File: src/rtl/alu_pkg.sv
// Shared constants for the 16-bit ALU.
//   W             : operand/result width (flag semantics assume 16)
//   OP_*          : opcode encodings (OP_SHL..OP_ROL are used only when
//                   ALU_SHIFT_EN is defined)
//   FLG_*         : bit positions inside the 5-bit flag vector
package alu_pkg;

  localparam int W = 16;

  localparam logic [3:0] OP_ADC  = 4'd0;
  localparam logic [3:0] OP_SUB  = 4'd1;
  localparam logic [3:0] OP_AND  = 4'd2;
  localparam logic [3:0] OP_OR   = 4'd3;
  localparam logic [3:0] OP_XOR  = 4'd4;
  localparam logic [3:0] OP_NOT  = 4'd5;
  localparam logic [3:0] OP_MOVA = 4'd6;
  localparam logic [3:0] OP_MOVB = 4'd7;
  localparam logic [3:0] OP_SHL  = 4'd8;
  localparam logic [3:0] OP_SHR  = 4'd9;
  localparam logic [3:0] OP_SAR  = 4'd10;
  localparam logic [3:0] OP_ROL  = 4'd11;

  localparam int FLG_C = 0;
  localparam int FLG_Z = 1;
  localparam int FLG_N = 2;
  localparam int FLG_V = 3;
  localparam int FLG_P = 4;

endpackage

File: src/rtl/alu_flags.sv
// Status flag builder for the ALU.
// Derives Z/N/P from the result and merges in the op-specific C/V bits.
// Ports:
//   res   in  W  result of the current operation
//   c     in  1  carry/borrow/shifted-out bit
//   v     in  1  signed overflow
//   flg   out 5  {P, V, N, Z, C}
module alu_flags
  import alu_pkg::*;
(
  input  logic [W-1:0] res,
  input  logic         c,
  input  logic         v,
  output logic [4:0]   flg
);

  always_comb begin
    flg        = '0;
    flg[FLG_C] = c;
    flg[FLG_Z] = (res == '0);
    flg[FLG_N] = res[W-1];
    flg[FLG_V] = v;
    flg[FLG_P] = ^res;   // odd number of ones
  end

endmodule

File: src/rtl/alu.sv
// 16-bit arithmetic/logic unit with a clocked flag register.
// res/out_flg are purely combinational from opcode/arg1/arg2/in_flg;
// flg_q captures out_flg on a rising clk edge when flg_we is high.
// Optional feature macro: ALU_SHIFT_EN enables shift/rotate opcodes 8-11
// (shift amount arg2[3:0]); without it opcodes 8-15 produce res=0.
// Ports:
//   clk      in  1   clock for flg_q
//   rst      in  1   async active-high reset (flg_q only)
//   opcode   in  4   operation select
//   arg1     in  W   operand A
//   arg2     in  W   operand B
//   in_flg   in  5   incoming flags; only bit C is used (ADC carry-in)
//   flg_we   in  1   load enable for flg_q
//   res      out W   result
//   out_flg  out 5   {P, V, N, Z, C} of current op
//   flg_q    out 5   registered flags
module alu
  import alu_pkg::*;
(
  input  logic         clk,
  input  logic         rst,
  input  logic [3:0]   opcode,
  input  logic [W-1:0] arg1,
  input  logic [W-1:0] arg2,
  input  logic [4:0]   in_flg,
  input  logic         flg_we,
  output logic [W-1:0] res,
  output logic [4:0]   out_flg,
  output logic [4:0]   flg_q
);

  logic [W-1:0] alu_res;
  logic         alu_c;
  logic         alu_v;
  logic [W:0]   sum;
  logic [4:0]   flg_d;

  // Only the carry bit of the incoming flags feeds the datapath.
  logic unused_in_flg;
  assign unused_in_flg = ^in_flg[4:1];

`ifdef ALU_SHIFT_EN
  logic [3:0]     shamt;
  logic [W:0]     shl_w;
  logic [W:0]     shr_w;
  logic [W:0]     sar_w;
  logic [2*W-1:0] rol_w;
`endif

  always_comb begin
    alu_res = '0;
    alu_c   = 1'b0;
    alu_v   = 1'b0;
    sum     = '0;
`ifdef ALU_SHIFT_EN
    shamt = arg2[3:0];
    // Extra bit on the outgoing side holds the last bit shifted out.
    shl_w = {1'b0, arg1} << shamt;
    shr_w = {arg1, 1'b0} >> shamt;
    sar_w = $signed({arg1, 1'b0}) >>> shamt;
    rol_w = {arg1, arg1} << shamt;
`endif
    case (opcode)
      OP_ADC: begin
        sum     = {1'b0, arg1} + {1'b0, arg2} + {{W{1'b0}}, in_flg[FLG_C]};
        alu_res = sum[W-1:0];
        alu_c   = sum[W];
        alu_v   = (arg1[W-1] == arg2[W-1]) && (alu_res[W-1] != arg1[W-1]);
      end
      OP_SUB: begin
        // The 17-bit difference wraps, so bit W is the unsigned borrow.
        sum     = {1'b0, arg1} - {1'b0, arg2};
        alu_res = sum[W-1:0];
        alu_c   = sum[W];
        alu_v   = (arg1[W-1] != arg2[W-1]) && (alu_res[W-1] != arg1[W-1]);
      end
      OP_AND:  alu_res = arg1 & arg2;
      OP_OR:   alu_res = arg1 | arg2;
      OP_XOR:  alu_res = arg1 ^ arg2;
      OP_NOT:  alu_res = ~arg1;
      OP_MOVA: alu_res = arg1;
      OP_MOVB: alu_res = arg2;
`ifdef ALU_SHIFT_EN
      OP_SHL: begin
        alu_res = shl_w[W-1:0];
        alu_c   = shl_w[W];
      end
      OP_SHR: begin
        alu_res = shr_w[W:1];
        alu_c   = shr_w[0];
      end
      OP_SAR: begin
        alu_res = sar_w[W:1];
        alu_c   = sar_w[0];
      end
      OP_ROL: begin
        alu_res = rol_w[2*W-1:W];
        alu_c   = (shamt != 4'd0) && rol_w[W];
      end
`endif
      default: begin
        alu_res = '0;
        alu_c   = 1'b0;
        alu_v   = 1'b0;
      end
    endcase
  end

  assign res = alu_res;

  alu_flags u_flags (
    .res (alu_res),
    .c   (alu_c),
    .v   (alu_v),
    .flg (out_flg)
  );

  always_comb begin
    flg_d = flg_q;
    if (flg_we) flg_d = out_flg;
  end

  always_ff @(posedge clk or posedge rst) begin
    if (rst) flg_q <= '0;
    else     flg_q <= flg_d;
  end

endmodule

File: config.mk
export PLATFORM = sky130hd
export DESIGN_NAME = alu
export DESIGN_NICKNAME = d
export VERILOG_FILES = /design/src/rtl/alu_pkg.sv /design/src/rtl/alu_flags.sv /design/src/rtl/alu.sv
export SDC_FILE = /design/constraint.sdc
export NUM_CORES = 1
export LEC_CHECK = 0
export ABC_AREA = 1
export BUFFER_PORTS_ARGS = -buffer_cell sky130_fd_sc_hd__buf_2
export CORE_MARGIN = 1.5
export CORE_UTILIZATION = 45
export CTS_CLUSTER_SIZE = 28
export DETAILED_ROUTE_END_ITERATION = 10
export PLACE_DENSITY = 0.67
export REMOVE_ABC_BUFFERS = 1
export SYNTH_ARGS = -nofsm -noshare
export SYNTH_HDL_FRONTEND = slang
export SYNTH_SLANG_ARGS = --single-unit
File: constraint.sdc
create_clock -name clk -period 6.8 [get_ports clk]
set_clock_uncertainty 0.2 [all_clocks]
set_input_delay 0 -clock clk [delete_from_list [all_inputs] [get_ports clk]]
set_output_delay 0 -clock clk [all_outputs]
set_load 0.05 [all_outputs]
Yosys cells after proc, flatten, opt, wreduce, memory -nomap -nowiden --
Cells that the tools add are included.
Word-level totals: output and inout port bits 26, bits in latches 0, input bits 44, logic and storage cells 27, bits in read-only memories 0, memories kept 0, register bits 5, bits in writable memories 0
Cells by class: $mul 0, add/sub/neg operators 3, bitwise logic cells 4, equality and inequality tests 11, multiplexer cells 3, $lt $le $gt $ge 0, shifts and indexed selects 0, reductions and logical operators 5, div/mod/pow operators 0
Operators by type and width (count):
- case mux 16 bit (8 select lines) | 1
- adder 16 x 16 -> 17 bit | 1
- adder 17 x 1 -> 17 bit | 1
- subtractor 16 x 16 -> 17 bit | 1
- bitwise AND 16 bit | 1
- equality test 4 x 3 -> 1 bit (second input constant) | 4
- logical NOT 16 bit | 1
- NOT 16 bit | 1
- OR 16 bit | 1
- parity 16 bit | 1
- XOR 16 bit | 1
- equality test 4 x 2 -> 1 bit (second input constant) | 2
- equality test 4 x 1 -> 1 bit (second input constant) | 1
- logical NOT 4 bit | 1
- case mux 1 bit (2 select lines) | 2
- inequality test 1 bit | 3
- logical AND 1 bit | 2
- equality test 1 bit | 1

Longest topological paths before layout --
word-level depth 5, gate-level depth with buffers 20, depth with buffers taken out 20

Hierarchy --
From an unflattened synthesis, not the netlist that was laid out.
Unflattened totals: cell total of the unflattened synthesis 688, area, all modules 3703.6 um2
Modules (own cells, without submodules):
- alu | times used 1, cells each 613, sequential area each 125.1 um2, area each 3328.2 um2
- alu_flags | times used 1, cells each 75, sequential area each 0.0 um2, area each 375.4 um2

Least setup slack after synthesis --
Ideal clock, no wire load.
path type input port to flip-flop, from input arg1[0], to register flg_q[4], path slack 2999 ps, data required time 6531 ps, library setup time 69 ps, arrival time 3533 ps, buffers on the path 0, cell stages on the path 17, cells stage by stage fa_1 -> fa_1 -> nand2_1 -> o21ai_1 -> nand2_1 -> nand2_1 -> nand2_1 -> nand3_1 -> nand3_1 -> nand3_1 -> inv_1 -> ha_1 -> xnor2_1 -> xnor2_1 -> xnor2_1 -> nand2_1 -> nand2_1
On the way: longest elaborated chain between the ends 4, elaborated cells on any way between the ends 9, those cells by class add/sub (3); mux (1); bitwise (4); reduce/logical (1)
Ends and longest elaborated chain:
- from (decl) | RTL line alu.sv:23 | input logic [W-1:0] arg1,
- adder 16 x 16 -> 17 bit | RTL line alu.sv:65 | sum = {1'b0, arg1} + {1'b0, arg2} + {{W{1'b0}}, in_flg[FLG_C]};
- adder 17 x 1 -> 17 bit | RTL line alu.sv:65
- case mux 16 bit (8 select lines) (*) | RTL line alu.sv:63 | case (opcode)
- named net res[12] | RTL line alu.sv:27 | output logic [W-1:0] res,
- parity 16 bit (*) | RTL line alu_flags.sv:23 | flg[FLG_P] = ^res;
- named net out_flg[4] | RTL line alu.sv:28 | output logic [4:0] out_flg,
- to (signal assigned) | RTL line alu.sv:125 | else flg_q <= flg_d;
- to (decl) | RTL line alu.sv:29 | output logic [4:0] flg_q
The timed path passes the listed nets; every way through them passes the cells marked *. A chain may end at the register's enable or synchronous reset.

Worst setup path after layout --
from input arg1[0], to output out_flg[4]
On the way: longest elaborated chain between the ends 4, elaborated cells on any way between the ends 9, those cells by class add/sub (3); mux (1); bitwise (4); reduce/logical (1)
Ends and longest elaborated chain (RTL line):
- adder 16 x 16 -> 17 bit | alu.sv:65
- adder 17 x 1 -> 17 bit | alu.sv:65
- case mux 16 bit (8 select lines) (*) | alu.sv:63
- parity 16 bit (*) | alu_flags.sv:23
- to (decl) | alu.sv:28
Mark *: on every way between the ends. The rest lies on a longest branch, timed or not.

==> qor.csv <==
metric,value,unit
drt_wl_total,11800,um
synth_area,3510,um^2
p_leak,2.31,nW
ys_warn_count,0,
p_per_area,134,nW/um^2
critPathCaptureType,primary output,
clock_latency,0.22,ns
fillers,854,
seq_power_share,0.070,
fin_cells,779,
status,finished clean,
criticalPathCategory,input port to primary output,
wl_met3,560,um
syn_inst,625,
wire_per_inst,15.1,um
setup_viol,0,
areaGrowthSynthToFinish,11.1,%
endpoint,out_flg[4],
die-area,8350,um^2
ant_nets,0,
portBuffers,65,
viasPerCell,5.39,
pre_cts_ws,3.52,ns
fmax,303,MHz
drv_cap,0,
finalHoldViolations,0,
wl_met1,5360,um
yosys-top-cells-area,"ha_1 21%, nand2_1 17%, inv_1 11%, nor2_1 7.3%, nand3_1 6.8%",
r2r-start,flg_q[1],
intPower,0.000202,W
overflow,0,
ys_ff_latch,5,
min_period_over_period,0.485,
gr-usage-all-layers,0.281,
std_cell_rows,32,
dp.cells,773,
period_needed,3.30,ns
die-height,91.4,um
dr.first_iter.drc_count,236,
hpwl,9420,um
avgSynthCellArea,5.62,um^2
critPathRequiredTime,6.60,ns
timing.rr.end,flg_q[1],
switching_share,0.615,
clkTransAtPathRegs,0.04,ns
clk_path_buf_depth,2,
arrival,3.10,ns
mostFrequentLayoutCell,nand2_1,
synth_top_cell_by_area,ha_1,
dr_total_vias,4196,
cts-root-buf,clkbuf_8,
worstPathMaxFanout,4,
post-cts-setup-buffers,0,
top_register,flg_q,
nets,783,
utilization,0.510,
finalSetupTns,0,ns
drive_gt1_frac,0.140,
r2r_setup_slack,6.00,ns
gp_congestion,0.920,
die_w,91.4,um
regArea,125,um^2
htree_num_levels,1,
clkPwrFrac,0.106,
grt_pass1_wl,18800,um
io_pins,70,
reg.largest.list,flg_q (5),
hp-class,input port to async pin,
synth.top_cell.area_share,0.207,
slew_headroom,0.424,
wl_met2,5440,um
cts_buffers,3,
final_cell_mix,"161 x nand2_1, 103 x inv_1, 68 x nor2_1",
tritoncts,done,
core_area,7650,um^2
largest_reg_flops,5,
antenna_found_initial,0,
worst_slack,3.50,ns
async_flop_share,1.00,
ys.flop_type,dfrtp_1,
cts.sink_count,5,
synth_edf_count,0,
grt_pass1_vias,4008,
dr.pass1.iters,4,
p_sw,0.000322,W
routed.top_layer,met4,
remaining_drc_errors,0,
p_comb_frac,0.824,
cp-start-kind,input port,
start_util,0.459,
slew_violations,0,
startpoint,arg1[0],
antenna_cells,0,
peakVddDrop,0.113,mV
synth.distinct_cells,40,
yosysSeqAreaShare,0.0356,
rsz0062_at_grt,false,
worst_pin_slew,0.862,ns
power,0.000524,W
grt_max_degree,17,
multiInputGateArea,2850,um^2
rr_worst_depth,2,
layout make-up:
type	count	share of cell area
clock buffers	4	0.0115
inverters	109	0.105
multi-input cells	492	0.730
flip-flops and latches	5	0.0321
well taps	102	0.0327
repair buffers	67	0.0885
timing repair:
action,CTS,global route
endpoints found under the hold margin,10,0
resized for setup,0,0
hold buffers,2,0
critical path, cell delays in order:
cell and delay (ns):
buf_2 0.14, fa_1 0.47, fa_1 0.45, nand2_1 0.12, o21ai_1 0.10, nand2_1 0.12, nand2_1 0.11, nand2_1 0.10
nand2_1 0.05, nand2_1 0.05, nand3_1 0.06, nand3_1 0.15, inv_1 0.06, ha_1 0.30, xnor2_1 0.17, xnor2_1 0.15
xnor2_1 0.18, buf_2 0.31
synth_stat cells, types with 2 or more instances:
library cell,instances
a21boi_0,2
a21oi_1,26
a21oi_2,6
a31oi_1,2
buf_2,5
buf_4,11
clkbuf_2,2
dfrtp_1,5
fa_1,3
ha_1,58
inv_1,103
inv_2,6
nand2_1,161
nand2_2,8
nand3_1,48
nand3b_1,6
nand4_1,8
nor2_1,68
nor3_1,15
nor4_1,3
o21ai_0,22
o21bai_1,5
o22ai_1,28
or2_2,3
xnor2_1,6
power groups by stage:
| stage | logic [W] | clock network, W | registers [W] |
|---|---|---|---|
| floorplan | 0.000305 | 0 | 0.0000531 |
| global placement | 0.000423 | 0 | 0.0000372 |
| detailed placement | 0.000427 | 0 | 0.0000372 |
| CTS | 0.000430 | 0.0000561 | 0.0000369 |
| global route | 0.000472 | 0.0000604 | 0.0000378 |
| finish | 0.000432 | 0.0000555 | 0.0000369 |
logic make-up after synthesis:
family                   count (synthesis)  synth area share
flip-flops                               5            0.0356
buffers and inverters                  128             0.153
XOR/XNOR                                 7            0.0175
AO/OA/AOI/OAI                           99             0.172
multiplexers                             1           0.00285
AND/OR/NAND/NOR                        324             0.396
adder cells (fa/ha/maj)                 61             0.224
through the flow:
step	cell area [um^2]	hold slack (ns)
final	3900	0.0283
after CTS	3900	0.0247
after global placement	3840	-0.299
after global routing	3900	0.0437
after floorplan	3380	-0.421
after detailed placement	3840	-0.289
worst min path at each step:
stage	slack [ns]	startpoint	endpoint	depth (start not counted)
6_report	0.03	rst	flg_q[2]	3
5_1_grt	0.04	rst	flg_q[2]	3
4_1_cts	0.02	rst	flg_q[2]	3
3_5_place_dp	-0.29	rst	flg_q[2]	2
3_3_place_gp	-0.30	rst	flg_q[2]	2
2_1_floorplan	-0.42	rst	flg_q[0]	1
layer usage:
metal | vias up | track usage
met2 | 134 | 0.487
met3 | 31 | 0.0193
li1 | 2124 | -
met1 | 1907 | 0.359
met4 | 0 | 0.112
met5 | - | 0
Note: power is estimated with default switching activity, not from simulation.
